**config.mk**
```make
export PLATFORM = sky130hd
export DESIGN_NAME = sid_write_arbiter
export DESIGN_NICKNAME = d
export VERILOG_FILES = /design/src/rtl/sid_write_arbiter.sv
export SDC_FILE = /design/constraint.sdc
export NUM_CORES = 1
export LEC_CHECK = 0
export CORE_UTILIZATION = 47
export DETAILED_ROUTE_END_ITERATION = 8
export GPL_TIMING_DRIVEN = 0
export PLACE_DENSITY = 0.84
export RECOVER_POWER = 100
export SETUP_SLACK_MARGIN = 0.05
export SYNTH_ARGS = -nofsm -noshare
export SYNTH_HDL_FRONTEND = slang
export SYNTH_SLANG_ARGS = --single-unit
export TNS_END_PERCENT = 1
```
**constraint.sdc**
```tcl
create_clock -name clk16_i -period 3.2 [get_ports clk16_i]
set_clock_uncertainty 0.05 [all_clocks]
set_input_delay 0.48 -clock clk16_i [delete_from_list [all_inputs] [get_ports clk16_i]]
set_output_delay 0.48 -clock clk16_i [all_outputs]
set_load 0.1 [all_outputs]
```
**src/rtl/sid_write_arbiter.sv**
```systemverilog
// Round-robin arbiter sharing the synth register-write port between the CPU bus decoder
// and the MCU SPI bridge; each write holds a fixed-width strobe followed by a recovery gap.
module sid_write_arbiter #(
    parameter int ADDR_WIDTH = 5,
    parameter int DATA_WIDTH = 8,
    parameter int WR_CYCLES  = 16,
    parameter int GAP_CYCLES = 2
) (
    input  logic                  clk16_i,
    input  logic                  reset_n_i,
    input  logic                  cpu_req_i,
    input  logic [ADDR_WIDTH-1:0] cpu_addr_i,
    input  logic [DATA_WIDTH-1:0] cpu_data_i,
    output logic                  cpu_ack_o,
    input  logic                  mcu_req_i,
    input  logic [ADDR_WIDTH-1:0] mcu_addr_i,
    input  logic [DATA_WIDTH-1:0] mcu_data_i,
    output logic                  mcu_ack_o,
    output logic                  sid_we_o,
    output logic [ADDR_WIDTH-1:0] sid_addr_o,
    output logic [DATA_WIDTH-1:0] sid_data_o,
    output logic                  busy_o
);
    // state | meaning
    // IDLE  | sampling requests each edge, strobe low
    // WRITE | sid_we_o high for WR_CYCLES cycles
    // GAP   | sid_we_o low for GAP_CYCLES recovery cycles
    typedef enum logic [1:0] {
        IDLE  = 2'd0,
        WRITE = 2'd1,
        GAP   = 2'd2
    } state_t;

    localparam int MAX_CNT = (WR_CYCLES > GAP_CYCLES) ? WR_CYCLES : GAP_CYCLES;
    localparam int CNT_W   = $clog2(MAX_CNT + 1);
    localparam logic [CNT_W-1:0] WR_LOAD  = CNT_W'(WR_CYCLES - 1);
    localparam logic [CNT_W-1:0] GAP_LOAD = CNT_W'((GAP_CYCLES > 0) ? GAP_CYCLES - 1 : 0);

    state_t                state_q;
    logic [CNT_W-1:0]      cnt_q;
    logic                  last_mcu_q;
    logic                  we_q;
    logic                  busy_q;
    logic                  cpu_ack_q;
    logic                  mcu_ack_q;
    logic [ADDR_WIDTH-1:0] addr_q;
    logic [DATA_WIDTH-1:0] data_q;
    logic                  grant_cpu_d;
    logic                  grant_mcu_d;

    // On a tie the requester that did not win last time gets the port.
    always_comb begin
        grant_cpu_d = cpu_req_i && (!mcu_req_i || last_mcu_q);
        grant_mcu_d = mcu_req_i && !grant_cpu_d;
    end

    always_ff @(posedge clk16_i or negedge reset_n_i) begin
        if (!reset_n_i) begin
            state_q    <= IDLE;
            cnt_q      <= '0;
            last_mcu_q <= 1'b1;
            we_q       <= 1'b0;
            busy_q     <= 1'b0;
            cpu_ack_q  <= 1'b0;
            mcu_ack_q  <= 1'b0;
            addr_q     <= '0;
            data_q     <= '0;
        end else begin
            cpu_ack_q <= 1'b0;
            mcu_ack_q <= 1'b0;
            case (state_q)
                IDLE: begin
                    if (grant_cpu_d || grant_mcu_d) begin
                        state_q    <= WRITE;
                        cnt_q      <= WR_LOAD;
                        we_q       <= 1'b1;
                        busy_q     <= 1'b1;
                        cpu_ack_q  <= grant_cpu_d;
                        mcu_ack_q  <= grant_mcu_d;
                        last_mcu_q <= grant_mcu_d;
                        addr_q     <= grant_cpu_d ? cpu_addr_i : mcu_addr_i;
                        data_q     <= grant_cpu_d ? cpu_data_i : mcu_data_i;
                    end
                end
                WRITE: begin
                    if (cnt_q != '0) begin
                        cnt_q <= cnt_q - CNT_W'(1);
                    end else begin
                        we_q <= 1'b0;
                        if (GAP_CYCLES > 0) begin
                            state_q <= GAP;
                            cnt_q   <= GAP_LOAD;
                        end else begin
                            state_q <= IDLE;
                            busy_q  <= 1'b0;
                        end
                    end
                end
                GAP: begin
                    if (cnt_q != '0) begin
                        cnt_q <= cnt_q - CNT_W'(1);
                    end else begin
                        state_q <= IDLE;
                        busy_q  <= 1'b0;
                    end
                end
                default: begin
                    state_q <= IDLE;
                    we_q    <= 1'b0;
                    busy_q  <= 1'b0;
                end
            endcase
        end
    end

    assign cpu_ack_o  = cpu_ack_q;
    assign mcu_ack_o  = mcu_ack_q;
    assign sid_we_o   = we_q;
    assign sid_addr_o = addr_q;
    assign sid_data_o = data_q;
    assign busy_o     = busy_q;

endmodule

```
Yosys cells after proc, flatten, opt, wreduce, memory -nomap -nowiden

Cells that the tools add are included.

Register bits after elaboration: 25
Logic and storage cells: 50
Output and inout port bits: 17
Bits of input ports: 30

Reduce and logical (&&, ||, !) cells: 14
Mux-type cells: 18
Equality and inequality tests: 6
Bitwise gates (word level): 2
Add/sub/neg operators: 1

Operators with widths:

| kind                | count |
|---|---|
| $mux 5              | 4 |
| $pmux 5 s3          | 1 |
| $reduce_and 3->1    | 4 |
| $mux 8              | 1 |
| $ne 2x2->1 const B  | 4 |
| $mux 1              | 6 |
| $mux 2              | 3 |
| $pmux 1 s3          | 2 |
| $pmux 2 s3          | 1 |
| $reduce_bool 5->1   | 1 |
| $sub 5x1->5 const B | 1 |
| $reduce_bool 3->1   | 1 |
| $eq 2x1->1 const B  | 1 |
| $eq 2x2->1 const B  | 1 |
| $logic_and 1x1->1   | 2 |
| $logic_not 1->1     | 2 |
| $logic_not 2->1     | 1 |
| $logic_or 1x1->1    | 2 |
| $not 1->1           | 2 |
| $reduce_and 2->1    | 1 |

Longest topological paths before layout

Gate-level depths: netlist of the first run.

Depth in word-level cells: 8
Depth in mapped cells: 6
Gate-level depth less buffers: 6

Worst setup path after synthesis of the first run

Ideal clock, no wire load.

Path kind: flip-flop to flip-flop
From: reg cnt_q[0]
To: reg cnt_q[2]
Path buffers: 0
Arrival: 1.636 ns
Period minus slack after synthesis: 1.807 ns
Cell stages (with the launch flop): 7
Library setup time: 0.121 ns
Setup slack: 1.393 ns
Data required time: 3.029 ns
Path through: dfrtp_1 > inv_1 > ha_1 > or4b_4 > a21oi_4 > o21ai_1 > a22o_1

Word-level cells in the longest chain between the ends: 3
Elaborated cells between the ends (all ways): 7
Those cells by class: 1 x add/sub; 1 x eq/ne; 3 x mux; 2 x reduce/logical

RTL lines:

| element                                          | line | text |
|---|---|---|
| start, declared                                  | 40   | `logic [CNT_W-1:0] cnt_q;` |
| start signal, assigned                           | 87   | `cnt_q <= cnt_q - CNT_W'(1);` |
| start signal, assigned                           | 101  | `cnt_q <= cnt_q - CNT_W'(1);` |
| $sub 5x1->5 or $reduce_bool 5->1 (tied branches) | n/a  |  |
| $mux 5, or another cell as far along             | 100  | `if (cnt_q != '0) begin` |
| $pmux 5 s3 or $reduce_and 3->1 (tied branches)   | n/a  |  |

Several ways; a longest one is shown, not always the timed one. The select of a mux whose other input is x is not followed.
A chain may end at the register's enable or synchronous reset.

Worst setup path after layout of the first run

From: reg we_q (netlist: sid_we_o)
To: out sid_we_o

RTL lines:

| element                | line | text |
|---|---|---|
| start, declared        | 42   | `logic we_q;` |
| start signal, assigned | 62   | `we_q <= 1'b0;` |
| start signal, assigned | 76   | `we_q <= 1'b1;` |
| start signal, assigned | 89   | `we_q <= 1'b0;` |
| end, declared          | 19   | `output logic sid_we_o,` |

No word-level cell between the ends.

==> out/results.ini, run 1 <==
[clock_tree]
ctsHoldBuffers = 0
cts_tree = built
cts_resized = 0
postCtsSetupRepairBufs = 0
cts_max_level = 1
cts_root_buffer = clkbuf_4
cts_buffers = 3
clock_sinks = 25
clock_path_buffers = 2
cts.clk_slew.worst_paths_ns = 0.14
insertion_delay_ns = 0.33

[floorplanning]
die_x_um = 53.57
io_pins = 47
fp-row-count = 18
die_h_um = 53.57
initial_utilization = 0.5000
fp.coreArea_mm2 = 0.002500
die_area_mm2 = 0.002870

[logic_synthesis]
synth_ff_type = dfrtp_1
synth_largest_area_cell = dfrtp_1
synthTopCellsByArea = dfrtp_1 (48%), mux2i_1 (11%), o21ai_0 (8.0%), ha_1 (5.0%), nand2_1 (4.2%)
syn_nets = 154
syn_area_per_cell_um2 = 10.50
async_flop_share = 1.000
synth_area_mm2 = 0.001250
ys_ff_latch = 25
netlist_instances = 119
ys_seq_area_frac = 0.5015
ys_types = 29
synth_top_area_frac = 0.4805
ys_warn_count = 0
synth-edff-count = 0

[timing]
slew_headroom = 0.2477
period_share = 0.7648
slew_violations = 0
rsz0062_at_grt = no
setup_violations = 0
hold_violations = 0
fin_crit_ns = 2.447
tightest_slew_ns = 1.125
fmax_mhz = 408.6
setup_tns_ns = 0

[job]
drv_cap = 0

[setup_path]
arrival_ns = 1.92
slowest_delay_ns = 1.21
cp_top_family = buffers and inverters
cp_max_fo = 2
startpoint_type = flop
path_buf_inv = 1
path_cells = dlygate4sd3_1
required_ns = 2.67
cp_slowest_cell = dlygate4sd3_1
critPathKind = flop to output port
cp-end-kind = output port

[drt]
viasPerCell = 5.528
wire_per_inst_um = 14.93
vias = 1100
dr.pass1.iters = 4
drc = 0
routed_wl_um = 2971
drtAntennaViolNets = 0
drt_iter0_markers = 28

[global_routing]
antenna_found_initial = 0
grt_max_degree = 26
gr-total-overflow = 0
grt_pass1_vias = 1035
gr-usage-all-layers = 0.2250
grt_pass1_wl_um = 4519

[layout]
n_antenna_cell = 0
fillCellCount = 199
area_growth_pct = 40.04
drive_above_1_share = 0.03550
nets = 205

[placement]
port_buffers = 46
gp_congestion = 0.7711
hpwlAfterDp_um = 2258

[run_status]
run_status = finished, final reports clean

[min_path]
min_path_type = flop to flop

[flip-flops by register name (all words and copies together), names as in the netlist]
register	count
mcu_ack_o	1
sid_we_o	1
cpu_ack_o	1
state_q	2
busy_o	1
sid_data_o	8
sid_addr_o	5
last_mcu_q	1
cnt_q	5
[layout by cell type, fill, tap and decap left out, drive strengths merged, types with 2 or more instances in the layout]
cell	n
clkdlybuf4s50	27
o21ai	25
dfrtp	24
dlygate4sd3	19
mux2i	14
nand2	14
inv	6
clkbuf	6
ha	5
a21oi	4
nor2	3
a22o	3
nand2b	2
o21a	2
a21o	2
[kinds of logic after synthesis]
group / Yosys count / synth area share
AO/OA/AOI/OAI: 39 / 0.1972
flip-flops: 25 / 0.5015
buffers and inverters: 9 / 0.03003
adder cells (fa/ha/maj): 5 / 0.05005
AND/OR/NAND/NOR: 27 / 0.1091
multiplexers: 14 / 0.1121
[through the flow]
step / instances / hold WS [ns] / setup slack, ns / instance area (um^2) / utilization
5_1_grt: 199 / 0.4755 / 0.6004 / 1750 / 0.7002
3_3_place_gp: 195 / 0.4128 / 0.9354 / 1748 / 0.6992
3_5_place_dp: 195 / 0.4203 / 0.9140 / 1748 / 0.6992
4_1_cts: 199 / 0.4493 / 0.8057 / 1774 / 0.7097
6_report: 199 / 0.4420 / 0.7527 / 1750 / 0.7002
2_1_floorplan: 119 / 0.1344 / 1.393 / 1250 / -
[Yosys cell counts (2+ instances only)]
| library cell | count |
|---|---|
| nor2_1 | 3 |
| o21ai_2 | 2 |
| a21oi_1 | 3 |
| nand2b_1 | 2 |
| o21ai_0 | 20 |
| dfrtp_1 | 24 |
| a21o_1 | 2 |
| mux2i_1 | 14 |
| a22o_1 | 3 |
| clkbuf_1 | 2 |
| o21a_1 | 2 |
| ha_1 | 5 |
| nand2_1 | 14 |
| inv_1 | 6 |
| o21ai_1 | 3 |
[final cells by class]
class                      instances  area, um^2  share of cell area
buffer                             3       15.01            0.008578
clock buffer                       4       26.28             0.01501
inverter                           6       22.52             0.01287
multi-input combinational         85       561.8              0.3209
sequential                        25       626.9              0.3581
tap                               30       37.54             0.02144
timing repair buffer              46       460.4              0.2630
[routing by layer]
layer	vias up	GRT usage	wire (um)
met5	-	0	0
met1	536	0.2837	1266
met3	5	0.01412	90
met4	0	0.1360	61
li1	521	-	-
met2	38	0.3771	1553
[final timing paths]
kind,slack (ns),cells past startpoint,startpoint,endpoint
setup / recovery,0.75,1,sid_we_o,sid_we_o
hold / removal,0.44,2,sid_data_o[6],sid_data_o[6]
setup reg to reg,0.87,6,cnt_q[0],cnt_q[4]
hold reg to reg,0.44,2,sid_data_o[6],sid_data_o[6]
max in group asynchronous,1.67,1,reset_n_i,sid_data_o[7]
min in group asynchronous,0.75,1,reset_n_i,sid_we_o
Power of run 1 is left out: the tool's default activity adds up to more than one toggle a clock period on the data nets, which glitch-free logic cannot reach.
==> inputs of run 2 (changes only) <==
--- a/config.mk
+++ b/config.mk
@@ -5,10 +5,10 @@
 export SDC_FILE = /design/constraint.sdc
 export NUM_CORES = 1
 export LEC_CHECK = 0
-export CORE_UTILIZATION = 47
+export CORE_UTILIZATION = 43
 export DETAILED_ROUTE_END_ITERATION = 8
 export GPL_TIMING_DRIVEN = 0
-export PLACE_DENSITY = 0.84
+export PLACE_DENSITY = 0.78
 export RECOVER_POWER = 100
 export SETUP_SLACK_MARGIN = 0.05
 export SYNTH_ARGS = -nofsm -noshare
==> constraint.sdc (replaced) <==
create_clock -name clk16_i -period 2.45 [get_ports clk16_i]
set_clock_uncertainty 0.05 [all_clocks]
set_input_delay 0.3675 -clock clk16_i [delete_from_list [all_inputs] [get_ports clk16_i]]
set_output_delay 0.3675 -clock clk16_i [all_outputs]
set_load 0.1 [all_outputs]
==> out/results.ini, run 2 (synthesized netlist as in run 1, its figures left out) <==
[job]
drv_cap = 0

[setup_path]
cp_slowest_cell = dlygate4sd3_1
r2r_slack_ns = 0.27
path_cells = dlygate4sd3_1
critPathKind = flop to output port
r2r_start = cnt_q[0]
reg2reg_to = cnt_q[3]
cp_top_family = buffers and inverters
path_buf_inv = 1
ff2ff_path_depth = 6
required_ns = 2.03
cp-end-kind = output port
startpoint_type = flop
slowest_delay_ns = 1.21
arrival_ns = 1.90
cp_max_fo = 2

[layout]
post-route-util = 0.6370
multi_input_area_um2 = 570.5
mostFrequentLayoutCells = clkdlybuf4s50_1 (27), dfrtp_1 (24), o21ai_0 (21), dlygate4sd3_1 (19)
final_common_cell = clkdlybuf4s50_1
n_antenna_cell = 0
nets = 205
largest_reg_flops = 8
stdcell_area_mm2 = 0.001757
fillCellCount = 222
drive_above_1_share = 0.04142
area_growth_pct = 40.54
seqCellArea_um2 = 626.9

[global_routing]
grt_pass1_wl_um = 4961
gr-usage-all-layers = 0.1993
grt_pass1_vias = 1185
grt_max_degree = 26
gr-total-overflow = 0
antenna_found_initial = 0

[clock_tree]
cts.clk_slew.worst_paths_ns = 0.13
cts_max_level = 1
insertion_delay_ns = 0.31
clock_path_buffers = 2
cts_root_buffer = clkbuf_4
clock_sinks = 25
cts_resized = 0
cts_buffers = 3
ctsHoldBuffers = 0
postCtsSetupRepairBufs = 0
cts_tree = built

[timing]
setup_tns_ns = 0
fmax_mhz = 432.1
fin_crit_ns = 2.314
rsz0062_at_grt = no
tightest_slew_ns = 1.134
hold_violations = 0
slew_headroom = 0.2417
setup_violations = 0
period_share = 0.9447
slew_violations = 0

[floorplanning]
io_pins = 47
fp-row-count = 19
initial_utilization = 0.4533
die_x_um = 55.92
die_area_mm2 = 0.003126
die_h_um = 55.92
fp.coreArea_mm2 = 0.002758

[run_status]
run_status = finished, final reports clean

[drt]
vias = 1072
drt_iter0_markers = 60
routed_wl_um = 2771
viasPerCell = 5.360
wire_per_inst_um = 13.86
drtAntennaViolNets = 0
dr.pass1.iters = 4
drc = 0

[placement]
port_buffers = 46
hpwlAfterDp_um = 2162
placed_cell_area_mm2 = 0.001749
gp_congestion = 0.8146

[min_path]
min_path_type = flop to flop
holdPathStages = 2
hold_path.startpoint = sid_addr_o[0]
whs_endpoint = sid_addr_o[0]

run 2: cell types whose count changed in the layout (fill, tap and decap cells not counted):
cell      change
a21oi_2       +1
buf_4         -1
o21ai_1       +2
a21oi_1       -1
o21ai_0       -2
a211oi_2      +1
clkbuf_1      +1
a211oi_1      -1
run 2: stage by stage:
stage / setup slack (ns) / instances / hold WS (ns)
2_1_floorplan: 0.6435 / 119 / 0.02191
3_3_place_gp: 0.2906 / 196 / 0.4137
3_5_place_dp: 0.2581 / 196 / 0.4237
4_1_cts: 0.1811 / 200 / 0.4602
5_1_grt: 0.06661 / 200 / 0.4811
6_report: 0.1356 / 200 / 0.4465
run 2: metal layers:
layer,global-route usage,part of all wire,up-vias
li1,-,-,522
met1,0.2325,0.40,515
met2,0.3546,0.53,33
met3,0.05116,0.065,2
met4,0.06969,0.0036,0
met5,0,0,-
run 2: layout make-up:
class / instances / share of cell area
timing repair buffer: 46 / 0.2621
clock buffer: 4 / 0.01496
buffer: 3 / 0.006410
inverter: 6 / 0.01282
multi-input combinational: 85 / 0.3248
sequential: 25 / 0.3568
tap: 31 / 0.02208
run 2: worst max path at each step:
stage / slack, ns / to / from / cells past startpoint
4_1_cts: 0.18 / sid_addr_o[2] / sid_addr_o[2] / 1
6_report: 0.14 / sid_addr_o[2] / sid_addr_o[2] / 1
3_5_place_dp: 0.26 / sid_data_o[6] / mcu_req_i / 6
2_1_floorplan: 0.64 / cnt_q[2] / cnt_q[0] / 6
3_3_place_gp: 0.29 / sid_addr_o[1] / mcu_req_i / 4
5_1_grt: 0.07 / sid_addr_o[4] / sid_addr_o[4] / 1
run 2: worst reg2reg max path, delay by kind of cell, from the launching register on:
family / cells / cell delay, ns
adder cells (fa/ha/maj): 1 / 0.21
AO/OA/AOI/OAI: 3 / 0.75
buffers and inverters: 1 / 0.12
AND/OR/NAND/NOR: 1 / 0.53
flip-flops: 1 / 0.43
Power of run 2 is left out for the same reason.
==> inputs of run 3 (changes only) <==
--- a/config.mk
+++ b/config.mk
@@ -5,10 +5,11 @@
 export SDC_FILE = /design/constraint.sdc
 export NUM_CORES = 1
 export LEC_CHECK = 0
-export CORE_UTILIZATION = 43
+export CORE_UTILIZATION = 65
 export DETAILED_ROUTE_END_ITERATION = 8
+export DONT_BUFFER_PORTS = 1
 export GPL_TIMING_DRIVEN = 0
-export PLACE_DENSITY = 0.78
+export PLACE_DENSITY = 0.81
 export RECOVER_POWER = 100
 export SETUP_SLACK_MARGIN = 0.05
 export SYNTH_ARGS = -nofsm -noshare
==> constraint.sdc (replaced) <==
create_clock -name clk16_i -period 2.68 [get_ports clk16_i]
set_clock_uncertainty 0.05 [all_clocks]
set_input_delay 0.402 -clock clk16_i [delete_from_list [all_inputs] [get_ports clk16_i]]
set_output_delay 0.402 -clock clk16_i [all_outputs]
set_load 0.1 [all_outputs]
==> out/results.ini, run 3 (synthesized netlist as in run 1, its figures left out) <==
[clock_tree]
clock_sinks = 25
cts.clk_slew.worst_paths_ns = 0.14
cts_resized = 0
ctsHoldBuffers = 1
cts_max_level = 1
cts_tree = built
cts_root_buffer = clkbuf_4
insertion_delay_ns = 0.32
cts_buffers = 3
postCtsSetupRepairBufs = 0
clock_path_buffers = 2

[global_routing]
gr-total-overflow = 0
grt_pass1_wl_um = 3891
gr-usage-all-layers = 0.2579
grt_max_degree = 26
grt_pass1_vias = 925
antenna_found_initial = 0

[floorplanning]
fp-row-count = 15
initial_utilization = 0.7085
fp.coreArea_mm2 = 0.001764
die_h_um = 45.85
die_area_mm2 = 0.002102
die_x_um = 45.85
io_pins = 47

[drt]
drt_iter0_markers = 24
routed_wl_um = 2397
wire_per_inst_um = 16.09
viasPerCell = 5.966
drc = 0
drtAntennaViolNets = 0
dr.pass1.iters = 4
vias = 889

[layout]
n_antenna_cell = 0
largest_reg_flops = 8
nets = 160
mostFrequentLayoutCells = o21ai_0 (24), dfrtp_1 (24), mux2i_1 (14), nand2_1 (14), inv_1 (6)
area_growth_pct = 5.105
multi_input_area_um2 = 578.1
seqCellArea_um2 = 626.9
fillCellCount = 132
drive_above_1_share = 0.06452

[min_path]
holdPathStages = 1
whs_endpoint = last_mcu_q
hold_path.startpoint = cpu_req_i
min_path_type = primary input to flop

[setup_path]
arrival_ns = 2.27
startpoint = cnt_q[0]
r2r_start = cnt_q[0]
ff2ff_path_depth = 6
cp_slowest_cell = or4b_1
critPathKind = flop to flop
cp-end-kind = flop
required_ns = 2.85
startpoint_type = flop
reg2reg_to = cnt_q[2]
cp_max_fo = 8
path_cells = inv_1, ha_1, or4b_1, a21oi_4, o21ai_0, a22o_1
slowest_delay_ns = 0.55
r2r_slack_ns = 0.58

[timing]
tightest_slew_ns = 1.075
fin_crit_ns = 2.102
setup_tns_ns = 0
rsz0062_at_grt = no
slew_violations = 0
fmax_mhz = 475.8
setup_violations = 0
whs_ns = 0.08173
slew_headroom = 0.2758
period_share = 0.7842
hold_violations = 0

[placement]
hpwlAfterDp_um = 1775
port_buffers = 0
gp_congestion = 0.8547

[job]
drv_cap = 0

[run_status]
run_status = finished, final reports clean

## run 3: through the flow
step	worst slack (ns)	util	std cells	cell area [um^2]
floorplan	0.8735	-	119	1250
CTS	0.6089	0.7489	149	1321
global placement	0.7593	0.7262	144	1281
finish	0.5784	0.7447	149	1314
detailed placement	0.6771	0.7262	144	1281
global route	0.4511	0.7447	149	1314
## run 3: worst max-delay path by stage
stage,endpoint,slack [ns],depth (start not counted)
after CTS,cnt_q[0],0.61,6
after global placement,cnt_q[3],0.76,6
final,cnt_q[2],0.58,6
after global routing,cnt_q[2],0.45,6
after floorplan,cnt_q[2],0.87,6
after detailed placement,cnt_q[0],0.68,6
## run 3: layout make-up
cell class,instances,share of cell area
Timing Repair Buffer,1,0.007619
Multi-Input combinational cell,85,0.4400
Clock inverter,1,0.005714
Inverter,6,0.01714
Buffer,3,0.01143
Clock buffer,3,0.01714
Sequential cell,25,0.4771
Tap cell,25,0.02381
## run 3: layer usage
layer  routed length (um)  global-route usage  vias to the layer above
met5                    0                   0                        -
met4                   21             0.05294                        0
met3                  159             0.05556                        4
met2                 1211              0.4310                       36
met1                 1005              0.3426                      418
li1                     -                   -                      431
## run 3: critical path, delay by kind of cell, from the launching register on
| family | cells | cell delay [ns] |
|---|---|---|
| adder cells (fa/ha/maj) | 1 | 0.22 |
| AND/OR/NAND/NOR | 1 | 0.55 |
| AO/OA/AOI/OAI | 3 | 0.66 |
| flip-flops | 1 | 0.43 |
| buffers and inverters | 1 | 0.10 |
Power of run 3 is left out for the same reason.
